$ cat src/rtl/mem_arbiter_pkg.sv
// mem_arbiter_pkg: shared CPU definitions for the memory arbiter (states, access sizes, IO region).
package mem_arbiter_pkg;
  typedef enum logic [1:0] {IDLE, IF_RD, LS_RD, LS_WR} arb_state_e;
  typedef enum logic [1:0] {LEN_BYTE = 2'b00, LEN_HALF = 2'b01, LEN_WORD = 2'b10, LEN_WORD_ALT = 2'b11} lsb_len_e;
  localparam logic [1:0] IO_REGION = 2'b11;
  function automatic logic [2:0] len_bytes(input logic [1:0] len);
    return len == LEN_BYTE ? 3'd1 : len == LEN_HALF ? 3'd2 : 3'd4;
  endfunction
endpackage

$ cat src/rtl/mem_arbiter.sv
// mem_arbiter: arbitrates instruction fetch and load/store traffic onto a byte-wide RAM port.
module mem_arbiter
  import mem_arbiter_pkg::*;
(
  input  logic        clk,
  input  logic        rst,
  input  logic        rdy,
  input  logic        if_ready,
  input  logic [31:0] if_addr,
  output logic        if_ok,
  output logic [31:0] if_data,
  input  logic        lsb_ready,
  input  logic        lsb_wr,
  input  logic [31:0] lsb_addr,
  input  logic [1:0]  lsb_len,
  input  logic [31:0] lsb_wdata,
  output logic        lsb_ok,
  output logic [31:0] lsb_rdata,
  input  logic        rob_clear,
  input  logic [7:0]  mem_din,
  output logic [7:0]  mem_dout,
  output logic [31:0] mem_a,
  output logic        mem_wr,
  input  logic        io_buffer_full
);
  arb_state_e  state_q, state_d;
  logic [2:0]  cnt_q, cnt_d, nb_q, nb_d;
  logic        last_lsb_q, last_lsb_d;
  logic [31:0] base_q, base_d, wdata_q, wdata_d;
  logic [31:0] if_data_q, if_data_d, lsb_rdata_q, lsb_rdata_d, mem_a_q, mem_a_d;
  logic [7:0]  mem_dout_q, mem_dout_d;
  logic        if_ok_q, if_ok_d, lsb_ok_q, lsb_ok_d, mem_wr_q, mem_wr_d;
  logic        pick_lsb, stall;
  logic [1:0]  lane;
  assign pick_lsb = lsb_ready && (!if_ready || !last_lsb_q);
  // The grant cycle checks the incoming address; later bytes use the latched base.
  assign stall = io_buffer_full && (state_q == IDLE ? lsb_addr[17:16] : base_q[17:16]) == IO_REGION;
  assign lane = cnt_q[1:0] - 2'd1;
  always_comb begin
    state_d = state_q;
    cnt_d = cnt_q;
    last_lsb_d = last_lsb_q;
    base_d = base_q;
    nb_d = nb_q;
    wdata_d = wdata_q;
    if_data_d = if_data_q;
    lsb_rdata_d = lsb_rdata_q;
    mem_dout_d = mem_dout_q;
    if_ok_d = 1'b0;
    lsb_ok_d = 1'b0;
    mem_wr_d = 1'b0;
    mem_a_d = '0;
    case (state_q)
      IDLE: if (!rob_clear && (if_ready || lsb_ready)) begin
        last_lsb_d = pick_lsb;
        base_d = pick_lsb ? lsb_addr : if_addr;
        nb_d = pick_lsb ? len_bytes(lsb_len) : 3'd4;
        wdata_d = lsb_wdata;
        cnt_d = '0;
        if (pick_lsb && lsb_wr) begin
          state_d = LS_WR;
          if (!stall) begin
            mem_wr_d = 1'b1;
            mem_a_d = lsb_addr;
            mem_dout_d = lsb_wdata[7:0];
            cnt_d = 3'd1;
          end
        end else begin
          state_d = pick_lsb ? LS_RD : IF_RD;
          mem_a_d = base_d;
          if (pick_lsb) lsb_rdata_d = '0;
          else if_data_d = '0;
        end
      end
      IF_RD, LS_RD: if (if_ok_q || lsb_ok_q || rob_clear) begin
        state_d = IDLE;
        cnt_d = '0;
      end else begin
        // Counter runs one ahead of the returning byte because of RAM read latency.
        cnt_d = cnt_q + 3'd1;
        if (cnt_q != '0 && state_q == IF_RD) if_data_d[{lane, 3'b000} +: 8] = mem_din;
        if (cnt_q != '0 && state_q == LS_RD) lsb_rdata_d[{lane, 3'b000} +: 8] = mem_din;
        if (cnt_d < nb_q) mem_a_d = base_q + 32'(cnt_d);
        if_ok_d = state_q == IF_RD && cnt_q == nb_q;
        lsb_ok_d = state_q == LS_RD && cnt_q == nb_q;
      end
      LS_WR: if (lsb_ok_q) begin
        state_d = IDLE;
        cnt_d = '0;
      end else if (cnt_q == nb_q) lsb_ok_d = 1'b1;
      else if (!stall) begin
        mem_wr_d = 1'b1;
        mem_a_d = base_q + 32'(cnt_q);
        mem_dout_d = wdata_q[{cnt_q[1:0], 3'b000} +: 8];
        cnt_d = cnt_q + 3'd1;
      end
    endcase
  end
  always_ff @(posedge clk or negedge rst) begin
    if (!rst) begin
      state_q <= IDLE;
      cnt_q <= '0;
      nb_q <= '0;
      last_lsb_q <= 1'b0;
      base_q <= '0;
      wdata_q <= '0;
      if_data_q <= '0;
      lsb_rdata_q <= '0;
      mem_a_q <= '0;
      mem_dout_q <= '0;
      if_ok_q <= 1'b0;
      lsb_ok_q <= 1'b0;
      mem_wr_q <= 1'b0;
    end else if (rdy) begin
      state_q <= state_d;
      cnt_q <= cnt_d;
      nb_q <= nb_d;
      last_lsb_q <= last_lsb_d;
      base_q <= base_d;
      wdata_q <= wdata_d;
      if_data_q <= if_data_d;
      lsb_rdata_q <= lsb_rdata_d;
      mem_a_q <= mem_a_d;
      mem_dout_q <= mem_dout_d;
      if_ok_q <= if_ok_d;
      lsb_ok_q <= lsb_ok_d;
      mem_wr_q <= mem_wr_d;
    end
  end
  assign if_ok = if_ok_q;
  assign if_data = if_data_q;
  assign lsb_ok = lsb_ok_q;
  assign lsb_rdata = lsb_rdata_q;
  assign mem_a = mem_a_q;
  assign mem_dout = mem_dout_q;
  assign mem_wr = mem_wr_q & rdy;
endmodule
$ cat config.mk
export PLATFORM = sky130hd
export DESIGN_NAME = mem_arbiter
export DESIGN_NICKNAME = d
export VERILOG_FILES = /design/src/rtl/mem_arbiter_pkg.sv /design/src/rtl/mem_arbiter.sv
export SDC_FILE = /design/constraint.sdc
export NUM_CORES = 1
export LEC_CHECK = 0
export ABC_AREA = 0
export ABC_CLOCK_PERIOD_IN_PS = 4100
export BUFFER_PORTS_ARGS = -buffer_cell sky130_fd_sc_hd__buf_4
export CORE_UTILIZATION = 46
export DETAILED_ROUTE_END_ITERATION = 12
export GPL_TIMING_DRIVEN = 0
export PLACE_DENSITY = 0.72
export SLEW_MARGIN = 10
export SYNTH_ARGS = -nofsm -noshare
export SYNTH_HDL_FRONTEND = slang
export SYNTH_SLANG_ARGS = --single-unit
$ cat constraint.sdc
create_clock -name clk -period 4.1 [get_ports clk]
set_input_delay 0 -clock clk [delete_from_list [all_inputs] [get_ports clk]]
set_output_delay 0 -clock clk [all_outputs]
set_load 0.01 [all_outputs]
==> metrics.cfg <==
[yosys]
synth-compound-area-share_pct=15.2
ys_seq_elements=180
ys_types=85
synthFlopType=dfrtp_1
synthArstFlopShare_pct=100
synth.cell_area_um2=9960
synth_xor_xnor_area_share_pct=0.440
synth-simple-area-share_pct=20.8
synth_fa_ha_area_share_pct=2.66
synth-edff-count=0
ys_seq_area_share_pct=45.2
ys_warn_count=0
netlist_instances=1030
synth_mux_area_share_pct=12.5
synth_fp_nets=1164
syn_avg_cell_area_um2=9.67
synth_top_family_by_area=simple AND/OR/NAND/NOR gates

[drt]
wl_per_cell_um=20.0
wl_mm=33.8
antenna_left=0
dr.pass1.iters=8
drc=0
num_vias=9677
first_iter_violations=1097
viasPerCell=5.73

[die]
initial_core_util_pct=47.2
num_io_pins=221
die_area_um2=22200
die_h_um=149
rows=53
core_region_area_um2=21100
die_w_um=149

[timing]
fin_crit_ps=3850
slew_headroom_pct=37.5
final_max_slew_viol_count=0
fmax_mhz=260
worstMarginPinSlew_ps=928
hold_ws_ps=40.0
fin_tns_setup_ps=0
skew_ps=15.1
fin_crit_sh_pct=93.9
finalHoldViolations=0
setup_violations=0
rsz0062_at_grt=false

[setup_path]
rr_startpoint=cnt_q[0]
arrival_ps=4130
crit_path_end=mem_a[14]
cp-end-kind=flop
cp-start-kind=flop
worstSetupPathType=flop to flop
reg2reg_depth=11
r2r_slack_ps=250
reg2reg_to=mem_a[14]
cp.required_ps=4390
cp_max_fo=10
crit_chain=clkbuf_2 -> buf_2 -> inv_1 -> ha_2 -> fa_1 -> a21oi_2 -> nand2b_1 -> nor2_1 -> a22o_1 -> o21ai_0 -> o211ai_1
slowest_stage=dfrtp_1
critPathMaxStageDelay_ps=480
crit_start=cnt_q[0]

[power]
p_seq_share_pct=33.5
intPower_mw=4.96
switchingPower_mw=3.52
power.density_nw_per_um2=609
power_mw=8.48
power_frac_clock_pct=20.0
swShare_pct=41.5
power.static_leakage_nw=6.52
pwr-share-comb_pct=46.5
max-vdd-ir-drop_v=0.000351

[cells_and_area]
final_cell_mix=219 x buf_4, 214 x nand2_1, 180 x dfrtp_1
nFillCells=1688
drive_above_1_share_pct=27.5
final_core_util_pct=66.0
layout_commonest_cell=buf_4
area_delta_synth_final_pct=39.9
fin_nets=1534
n_antenna_cell=0
stdcell_count=1688

[cts]
cts-htree-levels=4
cts_tree=built
clkLatencyLatePin_ps=450
numCtsBuffers=17
cts.sink_count=180
clk_pin_slew_ps=80
clk_path_buf_depth=2
cts_root_buf=clkbuf_16
cts_setup_buffers=0

[place]
placed_cells=1523
portBuffers=217
routabilityCongestion=0.984
hpwl_mm=23.6

[global_routing]
grt_max_degree=95
grt_overflow=0
antenna_found_initial=0
grt_pass1_wl_mm=52.4
first_global_vias=9508
grtUsageTotal_pct=31.0

[run_status]
status=complete, no violations

[min_path]
hp-class=input port to flop

[flow_run]
maxCapViolCount=0

==> routing by layer <==
| metal | track usage, % | wire length, um | up-vias |
|---|---|---|---|
| met3 | 5.08 | 2860 | 53 |
| met1 | 43.5 | 14600 | 4698 |
| met5 | 0 | 0 | - |
| met2 | 48.5 | 15500 | 473 |
| met4 | 10.7 | 872 | 0 |
| li1 | - | - | 4453 |
==> what timing repair did <==
action,CTS,global route
resized for setup,4,9
hold buffers,134,0
pin swaps,0,0
endpoints found under the setup margin,29,21
endpoints found under the hold margin,244,0
==> cells in the mapped netlist, types with 4 or more instances <==
| cell type | n | area (um2) |
|---|---|---|
| nand2_1 | 214 | 803 |
| dfrtp_1 | 180 | 4500 |
| mux2_2 | 79 | 890 |
| nor2_1 | 61 | 229 |
| a21oi_1 | 46 | 230 |
| o21ai_0 | 41 | 205 |
| and2_1 | 38 | 238 |
| clkbuf_1 | 37 | 139 |
| a31oi_1 | 23 | 144 |
| nand3_1 | 20 | 100 |
| ha_1 | 18 | 225 |
| inv_1 | 17 | 63.8 |
| nor3_1 | 17 | 85.1 |
| mux2i_1 | 15 | 150 |
| o211ai_1 | 15 | 113 |
| o22ai_1 | 14 | 87.6 |
| buf_2 | 13 | 65.1 |
| nor4_1 | 10 | 62.6 |
| a222oi_1 | 9 | 90.1 |
| and4_1 | 9 | 78.8 |
| nand4_1 | 9 | 56.3 |
| mux4_2 | 8 | 180 |
| a211oi_1 | 5 | 37.5 |
| a21o_1 | 5 | 37.5 |
| and3_1 | 5 | 31.3 |
| buf_1 | 5 | 18.8 |
| nand2b_1 | 5 | 31.3 |
| nor2b_1 | 5 | 31.3 |
| o2111ai_1 | 5 | 43.8 |
| o31ai_1 | 5 | 37.5 |
| o32a_1 | 5 | 50.1 |
| a22o_1 | 4 | 35.0 |
| a22oi_1 | 4 | 30.0 |
| or2b_1 | 4 | 30.0 |
| xor2_1 | 4 | 35.0 |
==> logic make-up (layout without fill, tap and decap cells) <==
kind of cell               count (synthesis)  count (layout)
AOI/OAI and AO/OA                        219             219
xor gates and xnor gates                   5               5
adders and majority gates                 20              20
buffers and inverters                     76             459
DFF                                      180             180
muxes                                    104             104
and+or+nand+nor                          426             426
==> cell type report <==
cell class                      instances  area (um2)  area share [%]
Clock inverter                         13         159            1.14
Timing Repair Buffer                  352        3010            21.6
Tap cell                              275         344            2.47
Sequential cell                       180        4500            32.3
Multi-Input combinational cell        774        5160            37.0
Clock buffer                           19         443            3.18
Buffer                                 57         249            1.79
Inverter                               18        67.6           0.485
==> critical path: cells and delay by family (launching register included) <==
family,cells,cell delay (ps)
buffers and inverters,3,770
and+or+nand+nor,2,520
AOI/OAI and AO/OA,4,1030
adders and majority gates,2,870
DFF,1,480
==> stage by stage <==
step / cell area [um2] / setup slack [ps]
after global placement: 11900 / -472
final: 13900 / 251
after global routing: 13900 / 87.6
after floorplan: 9960 / 602
after detailed placement: 12000 / -460
after CTS: 13900 / 121
==> flip-flops by register name, summed over array words and instances (netlist names) <==
signal,count
last_lsb_q,1
mem_dout,8
base_q,32
nb_q,3
lsb_rdata,32
wdata_q,32
if_ok,1
cnt_q,3
state_q,2
lsb_ok,1
mem_wr_q,1
if_data,32
mem_a,32
==> power groups by stage <==
stage / logic (mW) / registers (mW) / clock network [mW]
floorplan: 2.26 / 2.83 / 0
global placement: 3.58 / 2.84 / 0
detailed placement: 3.64 / 2.85 / 0
CTS: 3.87 / 2.82 / 1.70
global route: 4.30 / 2.91 / 1.77
finish: 3.95 / 2.84 / 1.69
==> how the worst min path moves through the flow <==
stage	depth (start not counted)	startpoint	end
2_1_floorplan	0	rst	base_q[0]
3_3_place_gp	3	lsb_wdata[22]	wdata_q[22]
3_5_place_dp	1	rst	wdata_q[13]
4_1_cts	3	rdy	mem_a[25]
5_1_grt	3	rdy	mem_a[25]
6_report	3	rdy	mem_a[25]
No activity file was read; power rests on OpenSTA's default activity.
